$ cat src/rtl/alu_issue_ctrl.sv
`default_nettype none
// ============================================================================
// Module   : alu_issue_ctrl
// Brief    : Initiator side of the ALU operand/select interface. Accepts
//            32-bit instructions over valid/ready and owns an 8x8-bit
//            register file. For each instruction it reads the source
//            registers, drives DATA1/DATA2/SELECT, holds them for ALU_WAIT
//            cycles, then writes RESULT back to the destination register.
//            Optional build macro: ZERO_FLAG_EN adds a ZERO output that
//            reflects the most recent write-back value.
// Revision : 1.0 - initial release
// ============================================================================
module alu_issue_ctrl #(
  parameter int ALU_WAIT = 1  // cycles ALU inputs are held; legal 1..15
) (
  input  logic        clk_i,
  input  logic        reset_i,
  input  logic [31:0] instr_i,
  input  logic        instr_valid_i,
  output logic        instr_ready_o,
  output logic [7:0]  alu_data1_o,
  output logic [7:0]  alu_data2_o,
  output logic [2:0]  alu_select_o,
  input  logic [7:0]  alu_result_i,
  output logic        done_o,
  output logic        err_o,
`ifdef ZERO_FLAG_EN
  output logic        zero_o,
`endif
  input  logic [2:0]  dbg_addr_i,
  output logic [7:0]  dbg_data_o
);

  // FSM encoding
  localparam logic [1:0] S_IDLE = 2'd0;
  localparam logic [1:0] S_READ = 2'd1;
  localparam logic [1:0] S_EXEC = 2'd2;
  localparam logic [1:0] S_WB   = 2'd3;

  // Opcodes
  localparam logic [7:0] OP_LOADI = 8'h00;
  localparam logic [7:0] OP_MOV   = 8'h01;
  localparam logic [7:0] OP_ADD   = 8'h02;
  localparam logic [7:0] OP_SUB   = 8'h03;
  localparam logic [7:0] OP_AND   = 8'h04;
  localparam logic [7:0] OP_OR    = 8'h05;

  // ALU function selects (the 1xx half of the space is never driven)
  localparam logic [2:0] SEL_PASS = 3'b000;
  localparam logic [2:0] SEL_ADD  = 3'b001;
  localparam logic [2:0] SEL_AND  = 3'b010;
  localparam logic [2:0] SEL_OR   = 3'b011;

  // Counter reload: EXEC lasts ALU_WAIT cycles, the last one at count 0
  localparam logic [3:0] C_WAIT_LOAD = 4'(ALU_WAIT - 1);

  // --------------------------------------------------------------------------
  // State
  // --------------------------------------------------------------------------
  logic [1:0] state_q, state_d;

  // Latched instruction fields; only the low 3 bits of each register field
  // matter, so the rest is never stored.
  logic [7:0] op_q,  op_d;
  logic [2:0] rd_q,  rd_d;
  logic [2:0] rs1_q, rs1_d;
  logic [7:0] rs2_q, rs2_d;  // RS2 index in [2:0], or full 8-bit IMM

  logic [7:0] data1_q, data1_d;
  logic [7:0] data2_q, data2_d;
  logic [2:0] sel_q,   sel_d;
  logic       done_q,  done_d;
  logic       err_q,   err_d;
  logic       ready_q, ready_d;
  logic [3:0] cnt_q,   cnt_d;

  logic [7:0] regs_q [8];

  logic       wr_en;
  logic       op_legal;
  logic       exec_last;
  logic [7:0] rs1_val;
  logic [7:0] rs2_val;
  logic [7:0] rs2_neg;

  // Upper register-field bits are architecturally ignored
  logic       unused_instr_bits;
  assign unused_instr_bits = &{1'b0, instr_i[23:19], instr_i[15:11]};

  // Source operand reads happen in READ, before any write to the same index
  assign rs1_val   = regs_q[rs1_q];
  assign rs2_val   = regs_q[rs2_q[2:0]];
  assign rs2_neg   = ~rs2_val + 8'd1;
  assign exec_last = (cnt_q == 4'd0);

  always_comb begin
    op_legal = 1'b0;
    case (op_q)
      OP_LOADI, OP_MOV, OP_ADD, OP_SUB, OP_AND, OP_OR: op_legal = 1'b1;
      default:                                         op_legal = 1'b0;
    endcase
  end

  // --------------------------------------------------------------------------
  // FSM state register
  // --------------------------------------------------------------------------
  always_ff @(posedge clk_i) begin
    if (reset_i) begin
      state_q <= S_IDLE;
    end else begin
      state_q <= state_d;
    end
  end

  // --------------------------------------------------------------------------
  // FSM next-state logic
  // --------------------------------------------------------------------------
  always_comb begin
    state_d = state_q;
    case (state_q)
      S_IDLE: if (instr_valid_i) state_d = S_READ;
      S_READ: state_d = op_legal ? S_EXEC : S_WB;
      S_EXEC: if (exec_last) state_d = S_WB;
      S_WB:   state_d = S_IDLE;
      default: state_d = S_IDLE;
    endcase
  end

  // --------------------------------------------------------------------------
  // FSM output / datapath next-value logic
  // --------------------------------------------------------------------------
  always_comb begin
    op_d    = op_q;
    rd_d    = rd_q;
    rs1_d   = rs1_q;
    rs2_d   = rs2_q;
    data1_d = data1_q;
    data2_d = data2_q;
    sel_d   = sel_q;
    done_d  = done_q;
    err_d   = err_q;
    ready_d = ready_q;
    cnt_d   = cnt_q;
    wr_en   = 1'b0;

    case (state_q)
      S_IDLE: begin
        // The instruction is sampled only on the accept edge
        if (instr_valid_i) begin
          op_d    = instr_i[31:24];
          rd_d    = instr_i[18:16];
          rs1_d   = instr_i[10:8];
          rs2_d   = instr_i[7:0];
          ready_d = 1'b0;
        end
      end

      S_READ: begin
        cnt_d = C_WAIT_LOAD;
        case (op_q)
          OP_LOADI: begin
            data2_d = rs2_q;
            sel_d   = SEL_PASS;
          end
          OP_MOV: begin
            data2_d = rs2_val;
            sel_d   = SEL_PASS;
          end
          OP_ADD: begin
            data1_d = rs1_val;
            data2_d = rs2_val;
            sel_d   = SEL_ADD;
          end
          OP_SUB: begin
            // Subtraction is done as addition of the two's complement
            data1_d = rs1_val;
            data2_d = rs2_neg;
            sel_d   = SEL_ADD;
          end
          OP_AND: begin
            data1_d = rs1_val;
            data2_d = rs2_val;
            sel_d   = SEL_AND;
          end
          OP_OR: begin
            data1_d = rs1_val;
            data2_d = rs2_val;
            sel_d   = SEL_OR;
          end
          default: begin
            // Illegal opcode: ALU outputs keep their previous values
            err_d = 1'b1;
          end
        endcase
      end

      S_EXEC: begin
        if (exec_last) begin
          wr_en  = 1'b1;
          done_d = 1'b1;
        end else begin
          cnt_d = cnt_q - 4'd1;
        end
      end

      S_WB: begin
        done_d  = 1'b0;
        err_d   = 1'b0;
        ready_d = 1'b1;
      end

      default: begin
        ready_d = 1'b1;
      end
    endcase
  end

  // --------------------------------------------------------------------------
  // Datapath and handshake registers
  // --------------------------------------------------------------------------
  always_ff @(posedge clk_i) begin
    if (reset_i) begin
      op_q    <= '0;
      rd_q    <= '0;
      rs1_q   <= '0;
      rs2_q   <= '0;
      data1_q <= '0;
      data2_q <= '0;
      sel_q   <= SEL_PASS;
      done_q  <= 1'b0;
      err_q   <= 1'b0;
      ready_q <= 1'b1;
      cnt_q   <= '0;
    end else begin
      op_q    <= op_d;
      rd_q    <= rd_d;
      rs1_q   <= rs1_d;
      rs2_q   <= rs2_d;
      data1_q <= data1_d;
      data2_q <= data2_d;
      sel_q   <= sel_d;
      done_q  <= done_d;
      err_q   <= err_d;
      ready_q <= ready_d;
      cnt_q   <= cnt_d;
    end
  end

  // --------------------------------------------------------------------------
  // Register file: single write port, written on the last EXEC edge
  // --------------------------------------------------------------------------
  always_ff @(posedge clk_i) begin
    if (reset_i) begin
      for (int i = 0; i < 8; i++) begin
        regs_q[i] <= '0;
      end
    end else if (wr_en) begin
      regs_q[rd_q] <= alu_result_i;
    end
  end

`ifdef ZERO_FLAG_EN
  logic zero_q;

  // Zero flag tracks the last write-back only; ERR and idle cycles hold it
  always_ff @(posedge clk_i) begin
    if (reset_i) begin
      zero_q <= 1'b0;
    end else if (wr_en) begin
      zero_q <= (alu_result_i == 8'd0);
    end
  end

  assign zero_o = zero_q;
`endif

  assign instr_ready_o = ready_q;
  assign alu_data1_o   = data1_q;
  assign alu_data2_o   = data2_q;
  assign alu_select_o  = sel_q;
  assign done_o        = done_q;
  assign err_o         = err_q;
  assign dbg_data_o    = regs_q[dbg_addr_i];

endmodule

`default_nettype wire

$ cat config.mk
export PLATFORM = sky130hd
export DESIGN_NAME = alu_issue_ctrl
export DESIGN_NICKNAME = d
export VERILOG_FILES = /design/src/rtl/alu_issue_ctrl.sv
export SDC_FILE = /design/constraint.sdc
export NUM_CORES = 1
export LEC_CHECK = 0
export CORE_MARGIN = 3
export CORE_UTILIZATION = 45
export CTS_BUF_LIST = sky130_fd_sc_hd__clkbuf_16
export DETAILED_ROUTE_END_ITERATION = 10
export GPL_TIMING_DRIVEN = 0
export PLACE_DENSITY = 0.78
export SETUP_SLACK_MARGIN = 0.02
export SLEW_MARGIN = 20
export SYNTH_ARGS = -nofsm -noshare
export SYNTH_HDL_FRONTEND = slang
export SYNTH_SLANG_ARGS = --single-unit
$ cat constraint.sdc
create_clock -name clk_i -period 7.11 [get_ports clk_i]
set_input_delay 2.133 -clock clk_i [delete_from_list [all_inputs] [get_ports clk_i]]
set_output_delay 2.133 -clock clk_i [all_outputs]
set_load 0.02 [all_outputs]
==> metrics.md, run 1 <==
| Metric | Value |
|---|---|
| Status | finished clean |
| WHS Path Cells | 2 |
| Reg2reg setup slack | 3850 ps |
| Clk Latency, worst-skew pair | 420 ps |
| DRC | 0 |
| Clk buf depth | 2 |
| Crit path launch type | input port |
| Htree depth | 4 |
| Worst endpoint required time | 4980 ps |
| Reg clk slew, reported paths | 50 ps |
| Post-Route WL | 16.6 mm |
| Synth Net Count | 588 |
| DR pass1 iterations | 6 |
| Grt met3 use | 0.0714 |
| Initial antenna violation count | 0 |
| Root buf cell | clkbuf_16 |
| Slowest CP cell | mux4_2 |
| CTS tree | yes |
| Area leader, netlist | edfxtp_1 |
| Clock buffer count from CTS | 17 |
| Area grow syn2layout | 22.2% |
| Ant. Diodes | 0 |
| Hold Path Class | reg2reg |
| Async set-reset flop share out of synthesis | 0 |
| Die height | 123 um |
| Drt via density | 5.97 |
| FILL cells | 1105 |
| Power per cell area | 312 nW/um^2 |
| Maximum vdd drop | 0.219 mV |
| Dpl cell area | 7000 um^2 |
| R2r worst-path depth | 8 |
| Final Util | 0.566 |
| Synth warn | 0 |
| Final #Nets | 667 |
| Core box area | 13300 um^2 |
| Post-synth EDFFs | 64 |
| Synth area leaders | edfxtp_1 (31%), mux4_2 (17%), dfxtp_1 (17%), and2_1 (6.9%), nand2_1 (3.5%) |
| Grt peak-use layer | met2 |
| First-pass GRT wire length | 25.5 mm |
| Crit share post-route | 0.930 |
| Total GRT Usage | 0.228 |
| RD Place Congestion | 0.932 |
| Largest net degree at the start of global routing | 17 |
| Worst Skew | 6.42 ps |
| Tot Pwr | 2.35 mW |
| CTS Hold Bufs | 0 |
| Tmin final | 6610 ps |
| Worst-path maximum fanout | 10 |
| Synth unique cells | 55 |
| Share of cells above drive strength 1 | 0.159 |
| Die area | 15200 um^2 |
| Commonest non-fill, non-tap cell in the layout | and2_1 |
| Most frequent cells in the layout | and2_1 (68), edfxtp_1 (64), clkdlybuf4s50_1 (60) |
| Initial drt markers | 544 |
| Register area | 2960 um^2 |
| Fin area | 7550 um^2 |
| Syn avg cell area | 11.6 um^2 |
| Reg2Reg Launch Point | state_q[0] |
| Met1 Track Usage GR | 0.266 |
| CP Cell Sequence | clkbuf_1 -> clkbuf_2 -> mux4_2 -> mux2_2 -> clkdlybuf4s50_1 |
| Worst setup margin | 495 ps |
| Delay-heaviest family, CP | buffers and inverters |
| Final HPWL DP | 12.0 mm |
| Initial Utilization | 0.463 |
| Worst EP arrival | 4480 ps |
| Setup Viol. Count Final | 0 |
| Crit path buf inv count | 3 |
| CTS Sinks | 116 |
| RSZ-0062 raised after global routing | no |
| Post-Synthesis Cells | 535 |
| Max-slew headroom | 0.314 |
| Worst Hold Endpoint | rs2_q[4] |
| Critical Path Sink Type | output port |
| Site Rows | 42 |
| Worst-Margin Slew | 1010 ps |
| Routed vias | 4796 |
| Worst stage delay on the critical path | 580 ps |
| Multi-input gate area | 3050 um^2 |
| P_leak | 2.67 nW |
| I/O pin count | 76 |
| WL/cell | 20.7 um |
| Fmax | 0.151 GHz |
| Post-CTS sizing | 0 |
| Global Route met2 Usage | 0.393 |
| Placement Setup Slack | 118 ps |
| Syn Std Cell Area | 6180 um^2 |
| CP Class | in2out |
| Die width | 123 um |
| Top_reg_cell synth | edfxtp_1 |
| Final Slew Violations | 0 |
| Remaining global-route overflow | 0 |
| Yosys top cell area share | 0.311 |
| Hold Crit Start | rs2_q[4] |
| Setup TNS | 0 ps |
| Final Hold Vio Count | 0 |
| Maxcap violations | 0 |
| R2r endpoint | regs_q[0][1] |
| Number of global-route vias before repair | 4907 |
| Register area share after synthesis | 0.479 |
| Port bufs | 60 |
| Post-CTS Setup Bufs | 0 |
| Flops & latches, synth | 116 |
| Final ANT Viol Nets | 0 |
worst max-delay path by stage:
stage             startpoint             to  slack (ps)  cells past startpoint
2_1_floorplan  dbg_addr_i[0]  dbg_data_o[4]        1040                      4
4_1_cts        dbg_addr_i[0]  dbg_data_o[5]         120                      5
3_3_place_gp   dbg_addr_i[0]  dbg_data_o[2]         160                      5
3_5_place_dp   dbg_addr_i[0]  dbg_data_o[5]         120                      5
5_1_grt        dbg_addr_i[0]  dbg_data_o[1]         340                      5
6_report       dbg_addr_i[0]  dbg_data_o[2]         500                      5
registers in the layout, indices dropped and copies added, names as in the netlist, named ones only:
signal and cells:
alu_data2_o 8, instr_ready_o 1, err_o 1, rd_q 3, op_q 8, state_q 2, cnt_q 4, rs2_q 8
done_o 1, rs1_q 3, regs_q 64, alu_select_o 2, alu_data1_o 8
metal layers:
layer | vias to the layer above | wire length [um]
li1 | 2153 | -
met1 | 2372 | 6500
met2 | 227 | 8310
met3 | 44 | 1260
met4 | 0 | 524
met5 | - | 0
cells in the mapped netlist (9+ instances only):
cell type,number
a21oi_1,42
nand2_1,57
edfxtp_1,64
and2_1,68
clkbuf_1,21
inv_1,9
dfxtp_1,52
o21ai_0,18
mux2_2,11
nor3_1,13
mux4_2,48
mux2i_1,15
nor2_1,40
through the flow:
stage / hold WS, ps / std cells
after global placement: 449 / 771
after detailed placement: 460 / 771
after floorplan: 436 / 535
after CTS: 467 / 803
after global routing: 480 / 803
final: 467 / 803
power breakdown:
group | internal, mW | switching [mW]
Sequential | 0.791 | 0.0621
Combinational | 0.305 | 0.405
Clock | 0.503 | 0.288
logic make-up (layout without fill, tap and decap cells):
group,Yosys count,after routing,synth area share
adder cells (fa/ha/maj),7,7,0.0142
multiplexers,74,74,0.219
other,1,1,0.000607
AO/OA/AOI/OAI,85,85,0.0830
buffers and inverters,41,133,0.0265
AND/OR/NAND/NOR,209,209,0.174
XOR/XNOR,2,2,0.00284
flip-flops,116,116,0.479
worst reg2reg max path, stage by stage, from the launching register on:
cell,delay [ps]
dfxtp_1,340
inv_1,130
ha_1,310
nor2b_1,250
nand2_1,150
or3_1,330
clkbuf_1,210
nor3_1,810
or2_2,410
final cells by class:
class                           instances  share of cell area
Buffer                                 32              0.0174
Clock inverter                         15              0.0166
Multi-Input combinational cell        378               0.404
Inverter                                9             0.00447
Sequential cell                       116               0.392
Clock buffer                           17              0.0563
Timing Repair Buffer                   60              0.0795
Tap cell                              176              0.0292
No activity file was read; power rests on OpenSTA's default activity.
==> run 2: changes to the inputs <==
Settings changed: CTS_CLUSTER_SIZE set to 40.
==> results of run 2 <==
Same layout as run 1: the final DEF is identical, and so are final timing and power.
